[src/rtl/sum_uart_tx.sv]
// sum_uart_tx: on a synchronised rising edge of uart_tx_en, captures sum_value and sends "DD\r\n" over UART.
// Framing is 8N1 by default; define SUM_UART_PARITY_EN for 8E1 (even parity bit after data bit 7).
module sum_uart_tx #(
  parameter int CLK_FREQ = 10_000_000,
  parameter int BAUD     = 9600,
  parameter int SUM_W    = 5
) (
  input  logic             clk,
  input  logic             reset,
  input  logic [SUM_W-1:0] sum_value,
  input  logic             uart_tx_en,
  output logic             uart_txd,
  output logic             uart_tx_busy
);

  localparam int DIV   = CLK_FREQ / BAUD;
  localparam int CNT_W = $clog2(DIV);
  localparam logic [CNT_W-1:0] CNT_LAST = CNT_W'(DIV - 1);
  localparam logic [CNT_W-1:0] CNT_ONE  = CNT_W'(1);

`ifdef SUM_UART_PARITY_EN
  typedef enum logic [2:0] {
    ST_IDLE   = 3'd0,
    ST_START  = 3'd1,
    ST_DATA   = 3'd2,
    ST_PARITY = 3'd3,
    ST_STOP   = 3'd4
  } state_t;
`else
  typedef enum logic [1:0] {
    ST_IDLE  = 2'd0,
    ST_START = 2'd1,
    ST_DATA  = 2'd2,
    ST_STOP  = 2'd3
  } state_t;
`endif

  // Character order of the message: tens digit, ones digit, CR, LF.
  function automatic logic [7:0] char_sel(input logic [1:0] idx,
                                          input logic [3:0] tens,
                                          input logic [3:0] ones);
    case (idx)
      2'd0:    char_sel = 8'h30 + {4'h0, tens};
      2'd1:    char_sel = 8'h30 + {4'h0, ones};
      2'd2:    char_sel = 8'h0D;
      2'd3:    char_sel = 8'h0A;
      default: char_sel = 8'h0A;
    endcase
  endfunction

`ifdef SUM_UART_PARITY_EN
  function automatic logic parity_even(input logic [7:0] data);
    parity_even = ^data;
  endfunction
`endif

  state_t           state_r, state_s;
  logic [CNT_W-1:0] cnt_r, cnt_s;
  logic [2:0]       bit_idx_r, bit_idx_s;
  logic [1:0]       char_idx_r, char_idx_s;
  logic [3:0]       tens_r, tens_s, ones_r, ones_s;
  logic             txd_r, txd_s, busy_r, busy_s;
  logic             sync1_r, sync2_r, sync3_r, edge_r;
  logic [6:0]       sum_ext_s;
  logic [7:0]       cur_char_s;
  logic             bit_done_s;

  assign sum_ext_s    = 7'(sum_value);
  assign cur_char_s   = char_sel(char_idx_r, tens_r, ones_r);
  assign bit_done_s   = (cnt_r == CNT_LAST);
  assign uart_txd     = txd_r;
  assign uart_tx_busy = busy_r;

  // Request synchroniser; the edge pulse is registered so capture happens on the 4th clock.
  always_ff @(posedge clk or posedge reset) begin
    if (reset) begin
      sync1_r <= 1'b0;
      sync2_r <= 1'b0;
      sync3_r <= 1'b0;
      edge_r  <= 1'b0;
    end else begin
      sync1_r <= uart_tx_en;
      sync2_r <= sync1_r;
      sync3_r <= sync2_r;
      edge_r  <= sync2_r & ~sync3_r;
    end
  end

  // Next-state and next-output logic; the line value is registered one step ahead of each bit.
  always_comb begin
    state_s    = state_r;
    cnt_s      = cnt_r;
    bit_idx_s  = bit_idx_r;
    char_idx_s = char_idx_r;
    tens_s     = tens_r;
    ones_s     = ones_r;
    txd_s      = txd_r;
    busy_s     = busy_r;
    case (state_r)
      ST_IDLE: begin
        if (edge_r) begin
          tens_s     = 4'(sum_ext_s / 7'd10);
          ones_s     = 4'(sum_ext_s % 7'd10);
          busy_s     = 1'b1;
          txd_s      = 1'b0;
          cnt_s      = '0;
          bit_idx_s  = 3'd0;
          char_idx_s = 2'd0;
          state_s    = ST_START;
        end else begin
          txd_s  = 1'b1;
          busy_s = 1'b0;
        end
      end
      ST_START: begin
        if (bit_done_s) begin
          cnt_s     = '0;
          bit_idx_s = 3'd0;
          txd_s     = cur_char_s[0];
          state_s   = ST_DATA;
        end else begin
          cnt_s = cnt_r + CNT_ONE;
        end
      end
      ST_DATA: begin
        if (bit_done_s) begin
          cnt_s = '0;
          if (bit_idx_r == 3'd7) begin
`ifdef SUM_UART_PARITY_EN
            txd_s   = parity_even(cur_char_s);
            state_s = ST_PARITY;
`else
            txd_s   = 1'b1;
            state_s = ST_STOP;
`endif
          end else begin
            bit_idx_s = bit_idx_r + 3'd1;
            txd_s     = cur_char_s[bit_idx_r + 3'd1];
          end
        end else begin
          cnt_s = cnt_r + CNT_ONE;
        end
      end
`ifdef SUM_UART_PARITY_EN
      ST_PARITY: begin
        if (bit_done_s) begin
          cnt_s   = '0;
          txd_s   = 1'b1;
          state_s = ST_STOP;
        end else begin
          cnt_s = cnt_r + CNT_ONE;
        end
      end
`endif
      ST_STOP: begin
        if (bit_done_s) begin
          cnt_s = '0;
          if (char_idx_r == 2'd3) begin
            busy_s  = 1'b0;
            txd_s   = 1'b1;
            state_s = ST_IDLE;
          end else begin
            char_idx_s = char_idx_r + 2'd1;
            txd_s      = 1'b0;
            state_s    = ST_START;
          end
        end else begin
          cnt_s = cnt_r + CNT_ONE;
        end
      end
      default: begin
        state_s = ST_IDLE;
        cnt_s   = '0;
        txd_s   = 1'b1;
        busy_s  = 1'b0;
      end
    endcase
  end

  // Transmitter state and registered line outputs.
  always_ff @(posedge clk or posedge reset) begin
    if (reset) begin
      state_r    <= ST_IDLE;
      cnt_r      <= '0;
      bit_idx_r  <= 3'd0;
      char_idx_r <= 2'd0;
      tens_r     <= 4'd0;
      ones_r     <= 4'd0;
      txd_r      <= 1'b1;
      busy_r     <= 1'b0;
    end else begin
      state_r    <= state_s;
      cnt_r      <= cnt_s;
      bit_idx_r  <= bit_idx_s;
      char_idx_r <= char_idx_s;
      tens_r     <= tens_s;
      ones_r     <= ones_s;
      txd_r      <= txd_s;
      busy_r     <= busy_s;
    end
  end

endmodule
[config.mk]
export PLATFORM = sky130hd
export DESIGN_NAME = sum_uart_tx
export DESIGN_NICKNAME = d
export VERILOG_FILES = /design/src/rtl/sum_uart_tx.sv
export SDC_FILE = /design/constraint.sdc
export NUM_CORES = 1
export LEC_CHECK = 0
export CAP_MARGIN = 40
export CELL_PAD_IN_SITES_DETAIL_PLACEMENT = 0
export CELL_PAD_IN_SITES_GLOBAL_PLACEMENT = 2
export CORE_AREA = 2 2 80 82
export DETAILED_ROUTE_END_ITERATION = 10
export DIE_AREA = 0 0 82 84
export PLACE_DENSITY_LB_ADDON = 0.25
export SLEW_MARGIN = 20
export SYNTH_ARGS = -nofsm -noshare
export SYNTH_HDL_FRONTEND = slang
export SYNTH_SLANG_ARGS = --single-unit
[constraint.sdc]
create_clock -name clk -period 1.7 [get_ports clk]
set_input_delay 0.17 -clock clk [delete_from_list [all_inputs] [get_ports clk]]
set_output_delay 0.17 -clock clk [all_outputs]
set_load 0.01 [all_outputs]
After elaboration in Yosys (flattened, before gate mapping)

Cells that the tools add are included.

Output and inout port bits: 2
Bits in registers: 32
Input port bits: 8
Logic and storage cells: 82

$add $sub $neg: 5
Magnitude comparators: 1
Divide/modulo/power cells: 2
Equal/unequal tests: 16
Bitwise logic cells: 2
Multiplexer cells: 33
Reductions and logical operators: 11

Operators with widths:

| operator              | number |
|---|---|
| $pmux 8 s4            | 1 |
| $mux 11               | 2 |
| $pmux 11 s2           | 1 |
| $mux 2                | 8 |
| $ne 2x2->1 const B    | 8 |
| $add 6x4->7 const A   | 2 |
| $mux 3                | 4 |
| $add 11x1->11 const B | 1 |
| $eq 11x11->1 const B  | 1 |
| $mux 1                | 11 |
| $reduce_and 5->1      | 2 |
| $pmux 3 s3            | 1 |
| $eq 2x2->1 const B    | 4 |
| $pmux 2 s4            | 1 |
| $div 5x4->7 const B   | 1 |
| $mod 5x4->7 const B   | 1 |
| $reduce_and 3->1      | 2 |
| $eq 2x1->1 const B    | 2 |
| $logic_not 2->1       | 2 |
| $lt 3x4->1 const B    | 1 |
| $pmux 1 s4            | 1 |
| $pmux 2 s2            | 1 |
| $reduce_and 4->1      | 1 |
| $add 3x1->3 const B   | 1 |
| 10 further kinds      | 10 |

Longest topological paths before layout

Gate-level depths: netlist of run 1.

Depth in word-level cells: 7
Depth in mapped cells: 10
Depth with buffers taken out: 8

Worst setup path after synthesis of run 1

Ideal clock, no wire load.

Path kind: input-to-reg
From: in sum_value[3]
To: reg ones_r[2]
Path buffers: 2
Stages: 10
Required time: 1560 ps
Data arrival time: 2120 ps
Path slack: -560 ps
Setup time: 140 ps
Cell sequence: clkbuf_1 -> or2_2 -> ha_1 -> buf_2 -> nand2b_1 -> a21boi_0 -> ha_1 -> o31ai_1 -> a2111oi_0 -> a311oi_1

Word-level cells in the longest chain between the ends: 1

Ends and longest elaborated chain:

| element              | line | text |
|---|---|---|
| start, declared      | 10   | `input logic [SUM_W-1:0] sum_value,` |
| $mod 5x4->7          | 103  | `ones_s = 4'(sum_ext_s % 7'd10);` |
| end signal, assigned | 197  | `ones_r <= ones_s;` |
| end, declared        | 61   | `logic [3:0] tens_r, tens_s, ones_r, ones_s;` |

Every way passes these cells.
A chain may end at the register's enable or synchronous reset.

Worst setup path after layout of run 1

From: reg state_r[1]
To: reg state_r[1]

Word-level cells in the longest chain between the ends: 3
Elaborated cells between the ends (all ways): 11
Classes of those cells: eq/ne: 8; mux: 1; reduce/logical: 2

Ends and longest elaborated chain:

| element                                  | line | text |
|---|---|---|
| start, declared                          | 57   | `state_t state_r, state_s;` |
| start signal, assigned                   | 192  | `state_r <= state_s;` |
| $eq 2x2->1, or another cell as far along | 99   | `case (state_r)` |
| $ne 2x2->1 (no source line)              | -    |  |
| $reduce_and 5->1 (no source line)        | -    |  |

Several ways; a longest one is shown, not always the timed one.

==> out/qor.yml, run 1 <==
status:
  outcome: "complete, but fails checks"
  violations: "setup timing"
sta:
  min_period_over_period: 1.01
  final_hold_viol_count: 0
  worst_slack_ns: -0.0252
  finalSetupViolations: 1
  min_period_ns: 1.73
  drv_slew: 0
  fin_setup_tns_ns: -0.0252
  tightest_slew_ns: 0.392
  whs_ns: 0.259
  relSlewSlack: 0.739
  rsz0062_at_grt: "true"
  max_freq_mhz: 580
  finClkSkew_ns: 0.0121
cts:
  cts.sinks: 30
  cts-buffers-inserted: 5
  clkLatencyLatePin_ns: 0.29
  ctsHtreeMaxLevel: 2
  cts_tree: "built"
  cts-root-buf: "clkbuf_8"
  cts_hold_repair.buffers: 0
  clk_pin_slew_ns: 0.08
  ctsLongestPathBuffers: 2
setup_path:
  endpoint_kind: "flop"
  critPathLaunchType: "flop"
  r2r_cells: 5
  path_max_fanout: 4
  r2r-start: "state_r[1]"
  r2r_slack_ns: -0.03
  required_ns: 1.88
  reg2reg_to: "state_r[1]"
  cp_data_arrival_time_ns: 1.91
  path_class: "reg2reg"
place:
  numPortBuffers: 9
  gp_congestion: 0.799
  dp_cells: 343
  dp_hpwl_mm: 3.53
grt:
  grt_pass1_wl_mm: 8.22
  antenna_found_initial: 0
  overflow: 0
  grt_max_degree: 31
  grt_usage: 0.154
  grt_pass1_vias: 1766
route:
  viasPerCell: 5.04
  wl_met1_mm: 2.39
  drt_first_iter_violations: 109
  wl_mm: 4.95
  wl_met2_mm: 2.35
  top_layer_used: "met4"
  wire_per_inst_um: 13.5
  via_count: 1846
  dr_wl_met3_um: 155
  ant_nets: 0
  first_pass_iters: 4
  drc_errors: 0
yosys:
  syn_area_um2: 1990
  synth-seq-area-share: 0.378
  synth_fp_nets: 234
  avgSynthCellArea_um2: 9.42
  syn-instance-count: 211
  async_flop_share: 1.00
  synth-seq-cells: 30
  yosysWarnings: 0
  ys_types: 49
  synth_edf_count: 0
  synth_ff_type: "dfrtp_1"
layout:
  utilization: 0.494
  stdcell_count: 366
  n_antenna_cell: 0
  fillers: 589
  area_growth_syn_to_layout_pct: 51.4
  num-nets-final: 311
  drive_gt1_frac: 0.422
job:
  drv_cap: 0
floorplanning:
  start_util: 0.326
  core_um2: 6100
  row_count: 29
  dieHeight_um: 84
  dieArea_um2: 6890
  die_w_um: 82
  pin_count: 10
power_and_ir_drop:
  ir_drop_uv: 652
  p_leak_nw: 1.33
  power.density_nw_per_um2: 1230
hold_path:
  hold_path.class: "in2async"
## cell usage after synthesis, drive strengths merged (2+ instances only)
master | n | area, µm²
mux2 | 4 | 45.0
o31ai | 2 | 15.0
dfrtp | 29 | 726
or3 | 7 | 43.8
a211oi | 4 | 30.0
o21ai | 12 | 60.1
nand3 | 6 | 42.5
clkbuf | 4 | 16.3
and3 | 2 | 12.5
nand4 | 9 | 56.3
buf | 2 | 10.0
a21o | 2 | 15.0
inv | 13 | 48.8
or2 | 3 | 18.8
a31oi | 5 | 31.3
a221oi | 3 | 26.3
nand2b | 8 | 50.1
nor2b | 9 | 56.3
nand2 | 13 | 48.8
a311oi | 2 | 17.5
a31o | 2 | 17.5
o211ai | 3 | 22.5
a22o | 2 | 17.5
nor2 | 12 | 45.0
xor2 | 3 | 26.3
a21oi | 9 | 48.8
a211o | 2 | 17.5
ha | 15 | 188
nor4b | 2 | 47.6
nor3 | 5 | 25.0
and2 | 2 | 12.5
mux2i | 2 | 20.0
## placed cells by master (no fill, tap or decap), types with 6 or more instances in the layout
master,synthesis,layout
dfrtp_1,29,28
inv_1,13,10
nand2_1,13,13
nand4_1,9,9
a21oi_1,8,6
o21ai_0,12,11
ha_1,15,7
buf_6,0,6
buf_4,0,60
nor2_1,12,10
clkbuf_8,0,6
## through the flow
step | setup WS, ns | power [mW] | area (µm²)
finish | -0.0252 | 3.69 | 3010
global route | -0.0834 | 3.96 | 3010
CTS | -0.00457 | 3.42 | 2790
detailed placement | -0.533 | 2.68 | 2650
global placement | -0.483 | 2.69 | 2650
floorplan | -0.172 | 1.99 | 2120
## metal layers
| metal | vias up | track usage |
|---|---|---|
| li1 | 933 | - |
| met1 | 885 | 0.214 |
| met2 | 22 | 0.234 |
| met3 | 6 | 0.0390 |
| met4 | 0 | 0.0455 |
| met5 | - | 0 |
## logic make-up after synthesis
family | share of synthesized area
mux | 0.0327
xor+xnor | 0.0176
simple gates | 0.244
flops | 0.378
fa+ha+maj | 0.0944
compound gates | 0.196
buf+inv | 0.0378
## worst max-delay path: stages (launching register included)
cell	delay [ns]
dfrtp_1	0.41
buf_6	0.14
ha_4	0.16
or3_4	0.42
a21oi_4	0.18
mux2_4	0.31
## layout make-up
cell class	instances	area [µm²]	area share
timing repair buffer	76	632	0.210
clock inverter	2	12.5	0.00416
multi-input combinational	162	1380	0.459
sequential	30	753	0.250
clock buffer	6	82.6	0.0274
tap	77	96.3	0.0320
inverter	13	51.3	0.0170
## where the power goes
group	internal, mW	switching (mW)
clock	0.325	0.301
combinational	1.12	0.927
sequential	0.899	0.110
total	2.35	1.34
## worst max-delay path by stage
stage,slack [ns],cells past startpoint,startpoint,end
floorplan,-0.17,10,sum_value[3],ones_r[2]
global placement,-0.48,7,sum_value[2],ones_r[2]
detailed placement,-0.53,7,sum_value[2],ones_r[2]
CTS,-0.005,6,state_r[0],cnt_r[10]
global route,-0.08,6,cnt_r[0],state_r[1]
finish,-0.03,5,state_r[1],state_r[1]
## flip-flops by register name, indices dropped and copies added (netlist names)
name and count:
ones_r 4, uart_tx_busy 1, sync3_r 1, state_r 2
char_idx_r 2, sync2_r 1, cnt_r 11, tens_r 2
bit_idx_r 3, sync1_r 1, edge_r 1, uart_txd 1
## timing repair
action                     4_1_cts  5_1_grt
setup buffers                    1       14
cloned                           0        0
pin swaps                        6       20
setup endpoints to repair        9       21
resized for setup               12       28
No activity file was read; power rests on OpenSTA's default activity.
==> run 2: changes to the inputs <==
- CAP_MARGIN: 40 -> 20
- CELL_PAD_IN_SITES_GLOBAL_PLACEMENT: 2 -> 1
- CORE_AREA: 2 2 80 82 -> 2 2 78 80
- DIE_AREA: 0 0 82 84 -> 0 0 80 82
==> out/qor.yml, run 2 (same netlist as run 1, synthesis figures left out) <==
cts:
  cts_hold_repair.buffers: 0
  cts-root-buf: "clkbuf_8"
  ctsHtreeMaxLevel: 2
  clkLatencyLatePin_ns: 0.29
  cts-buffers-inserted: 5
  ctsLongestPathBuffers: 2
  cts_tree: "built"
  cts.sinks: 30
  clk_pin_slew_ns: 0.08
sta:
  tightest_slew_ns: 0.398
  final_hold_viol_count: 0
  min_period_ns: 1.72
  rsz0062_at_grt: "true"
  finalSetupViolations: 2
  worst_slack_ns: -0.0192
  finClkSkew_ns: 0.0124
  max_freq_mhz: 582
  drv_slew: 0
  relSlewSlack: 0.735
  min_period_over_period: 1.01
  whs_ns: 0.259
route:
  drt_first_iter_violations: 55
  via_count: 1852
  drc_errors: 0
  wl_mm: 5.09
  ant_nets: 0
  first_pass_iters: 4
  viasPerCell: 4.99
  wire_per_inst_um: 13.7
setup_path:
  path_max_fanout: 4
  critPathLaunchType: "flop"
  required_ns: 1.86
  endpoint_kind: "flop"
  critPathLaunch: "state_r[0]"
  r2r-start: "state_r[0]"
  cp_data_arrival_time_ns: 1.88
  path_class: "reg2reg"
layout:
  drive_gt1_frac: 0.473
  area_growth_syn_to_layout_pct: 58.7
  num-nets-final: 318
  final_common_cell: "buf_4"
  largest_reg_flops: 11
  n_antenna_cell: 0
  reg.largest.list: "cnt_r x11, ones_r x4, bit_idx_r x3"
  most-common-layout-cells: "69 x buf_4, 26 x dfrtp_1, 13 x nand2_1"
  regMostFlops: "cnt_r"
  final_area_um2: 3150
place:
  place_area_um2: 2650
  gp_congestion: 0.759
  numPortBuffers: 9
  dp_hpwl_mm: 3.61
status:
  outcome: "complete, but fails checks"
  violations: "setup timing"
floorplanning:
  pin_count: 10
  dieHeight_um: 82
  core_um2: 5750
  die_w_um: 80
  dieArea_um2: 6560
  start_util: 0.346
  row_count: 28
grt:
  grt_usage: 0.165
  grt_pass1_vias: 1780
  grt_max_degree: 31
  overflow: 0
  grt_pass1_wl_mm: 8.40
  antenna_found_initial: 0
power_and_ir_drop:
  clockPowerShare: 0.228
  power.density_nw_per_um2: 1270
  total_power_mw: 4.01
  comb_power_share: 0.507
  internal-power_mw: 2.65
  ir_drop_uv: 522
  p_seq_frac: 0.264
  p_leak_nw: 1.38
  power_switching_mw: 1.36
  sw_frac_of_total: 0.340
job:
  drv_cap: 0
hold_path:
  hold_path.class: "in2async"
-- run 2: stage by stage --
stage,setup slack (ns),setup TNS (ns),std cells,utilization
after CTS,-0.0742,-0.0742,363,0.515
after global placement,-0.471,-1.80,342,0.461
after floorplan,-0.172,-0.443,211,-
final,-0.0192,-0.0311,371,0.549
after global routing,-0.0435,-0.192,371,0.549
after detailed placement,-0.503,-2.01,342,0.461
-- run 2: timing repair --
item,4_1_cts,5_1_grt
endpoints found under the setup margin,20,21
gates resized for setup,18,35
pin swaps,14,23
buffers inserted,13,8
-- run 2: cell type report --
| type | count | area (µm²) |
|---|---|---|
| tap | 75 | 93.8 |
| multi-input combinational | 162 | 1440 |
| timing repair buffer | 83 | 671 |
| fill | 527 | 2590 |
| clock buffer | 6 | 82.6 |
| clock inverter | 2 | 60.1 |
| inverter | 13 | 56.3 |
| sequential | 30 | 756 |
-- run 2: worst paths after layout --
| path | to | slack (ns) | cells past startpoint |
|---|---|---|---|
| max in group asynchronous | uart_txd | 1.10 | 3 |
| worst max register to register | state_r[1] | -0.02 | 5 |
| worst min-delay path | cnt_r[10] | 0.26 | 3 |
| worst min register to register | sync3_r | 0.37 | 0 |
| worst max-delay path | state_r[1] | -0.02 | 5 |
| min in group clk | ones_r[0] | 0.29 | 3 |
-- run 2: metal layers --
layer  global-route usage  up-vias  part of all wire
met1                0.223      882              0.49
li1                     -      947                 -
met3               0.0363        7             0.027
met2                0.268       16              0.48
met4               0.0407        0            0.0081
met5                    0        -                 0
-- run 2: power by group through the flow --
stage	Clock (mW)	Combinational, mW	Sequential, mW
after floorplan	0	0.949	1.04
after global placement	0	1.63	1.04
after CTS	0.933	1.85	1.06
final	0.916	2.04	1.06
after detailed placement	0	1.63	1.05
after global routing	0.964	2.21	1.08
-- run 2: worst max-delay path, stage by stage (launching register included) --
cell and delay, ns:
dfrtp_2 0.45, inv_4 0.07, ha_4 0.17, or3_4 0.40, a21oi_4 0.18, mux2_4 0.31
==> run 3: changes to the inputs <==
- ABC_AREA: unset -> 1
- CORE_AREA: 2 2 78 80 -> 2 2 77 79
- DIE_AREA: 0 0 80 82 -> 0 0 79 81
- GPL_TIMING_DRIVEN: unset -> 0
- PLACE_DENSITY: unset -> 0.76
- PLACE_DENSITY_LB_ADDON: 0.25 -> unset
==> out/qor.yml, run 3 <==
yosys:
  synthTopCellsByArea: "dfrtp_1 38%, nand2_1 12%, ha_1 9.8%"
  synth_ff_type: "dfrtp_1"
  avgSynthCellArea_um2: 7.73
  synth_top_area_cell: "dfrtp_1"
  syn_area_um2: 1920
  syn-instance-count: 249
  synth_fp_nets: 272
  synth_edf_count: 0
  synth-seq-area-share: 0.391
  async_flop_share: 1.00
  synth_top_area_share: 0.377
  yosysWarnings: 0
  ys_types: 31
  yosysMostFrequentCell: "nand2_1"
  synth-seq-cells: 30
  yosys-top-cells-count: "61 x nand2_1, 40 x inv_1, 29 x dfrtp_1"
sta:
  min_period_ns: 1.59
  tightest_slew_ns: 0.632
  finClkSkew_ns: 0.00895
  whs_ns: 0.283
  drv_slew: 0
  max_freq_mhz: 627
  rsz0062_at_grt: "true"
  finalSetupViolations: 0
  final_hold_viol_count: 0
  relSlewSlack: 0.578
  min_period_over_period: 0.937
floorplanning:
  core_um2: 5680
  row_count: 28
  dieArea_um2: 6400
  die_w_um: 79
  dieHeight_um: 81
  pin_count: 10
  start_util: 0.339
cts:
  clkLatencyLatePin_ns: 0.28
  ctsHtreeMaxLevel: 2
  cts_tree: "built"
  cts.sinks: 30
  cts-buffers-inserted: 5
  cts-root-buf: "clkbuf_8"
  clk_pin_slew_ns: 0.07
  ctsLongestPathBuffers: 2
grt:
  overflow: 0
  grt_pass1_vias: 1511
  grt_usage: 0.128
  antenna_found_initial: 0
  grt_pass1_wl_mm: 6.60
  grt_max_degree: 31
route:
  first_pass_iters: 4
  drt_first_iter_violations: 54
  ant_nets: 0
  via_count: 1536
  wire_per_inst_um: 10.5
  drc_errors: 0
  wl_mm: 3.64
  viasPerCell: 4.45
setup_path:
  crit_slowest_cell: "dfrtp_1"
  path_max_fanout: 8
  worstPathCellList: "inv_2, ha_4, nand2_1, inv_1, or2_2, nand2_1, inv_1"
  path_class: "reg2reg"
  critPathBufInv: 3
  required_ns: 1.88
  endpoint_kind: "flop"
  max_stage_delay_ns: 0.40
  crit_family: "simple AND/OR/NAND/NOR gates"
  critPathLaunchType: "flop"
  cp_data_arrival_time_ns: 1.77
layout:
  n_antenna_cell: 0
  regMostFlops: "cnt_r"
  multi_input_area_um2: 1020
  reg.largest.list: "cnt_r x11, ones_r x4, bit_idx_r x3"
  utilization: 0.402
  largest_reg_flops: 11
  num-nets-final: 293
  drive_gt1_frac: 0.170
  area_growth_syn_to_layout_pct: 18.6
  final_common_cell: "nand2_1"
  seqCellArea_um2: 754
  fillers: 613
  most-common-layout-cells: "60 x nand2_1, 36 x inv_1, 27 x dfrtp_1"
place:
  numPortBuffers: 9
  dp_hpwl_mm: 2.73
  gp_congestion: 0.790
power_and_ir_drop:
  ir_drop_uv: 707
  p_leak_nw: 1.12
  total_power_mw: 3.36
  power.density_nw_per_um2: 1470
job:
  drv_cap: 0
hold_path:
  hold_path.class: "in2async"
status:
  outcome: "completed"
-- run 3: cell types whose count changed in the layout (fill, tap and decap cells not counted), sizes merged, moves of 5 or more --
cell    delta
a31oi      -5
buf       -69
inv       +30
nand2     +50
nand2b     -8
nand3     +21
nand4      -7
nor2      +10
nor2b      -9
o21ai      +8
or3        -7
-- run 3: path summary, 6_finish.rpt --
path	start	end	slack, ns	depth (start not counted)
setup / recovery	state_r[0]	ones_r[3]	0.11	7
hold / removal	reset	cnt_r[5]	0.28	2
setup reg to reg	state_r[0]	ones_r[3]	0.11	7
hold reg to reg	sync1_r	sync2_r	0.36	0
max in group asynchronous	reset	state_r[1]	0.97	2
min in group clk	uart_tx_en	sync1_r	0.33	1
-- run 3: timing repair --
action | CTS | global route
setup endpoints to repair | 9 | 20
setup buffers | 1 | 4
pin swaps | 1 | 1
resized for setup | 5 | 14
hold buffers | 0 | 0
-- run 3: cells by family after synthesis --
logic type | Yosys count | share of synthesized area
AND/OR/NAND/NOR | 127 | 0.312
adder cells (fa/ha/maj) | 15 | 0.0975
XOR/XNOR | 2 | 0.00910
AO/OA/AOI/OAI | 30 | 0.0969
buffers and inverters | 45 | 0.0936
flip-flops | 30 | 0.391
-- run 3: per-stage QoR --
step           setup TNS [ns]  std cells  setup slack, ns  area (µm²)
2_1_floorplan               0        249            0.169        1920
3_5_place_dp            -1.55        333           -0.430        2110
4_1_cts                     0        341           0.0199        2230
3_3_place_gp            -1.46        333           -0.426        2110
6_report                    0        345            0.106        2280
5_1_grt               -0.0136        345          -0.0136        2280
-- run 3: layout make-up --
type                            count  area share
Clock inverter                      1      0.0132
Tap cell                           75      0.0411
Clock buffer                        6      0.0362
Multi-Input combinational cell    174       0.446
Sequential cell                    30       0.331
Inverter                           43      0.0707
Buffer                              2     0.00932
Timing Repair Buffer               14      0.0532
-- run 3: power breakdown --
| part | internal [mW] | switching (mW) |
|---|---|---|
| Sequential | 0.914 | 0.139 |
| Clock | 0.468 | 0.267 |
| Combinational | 0.658 | 0.913 |
| Total | 2.04 | 1.32 |
-- run 3: routing by layer --
metal / GRT usage / vias to the layer above / wire length (µm)
met3: 0.0233 / 5 / 84
met5: 0 / - / 0
li1: - / 829 / -
met1: 0.166 / 687 / 1870
met2: 0.214 / 15 / 1630
met4: 0.0517 / 0 / 53
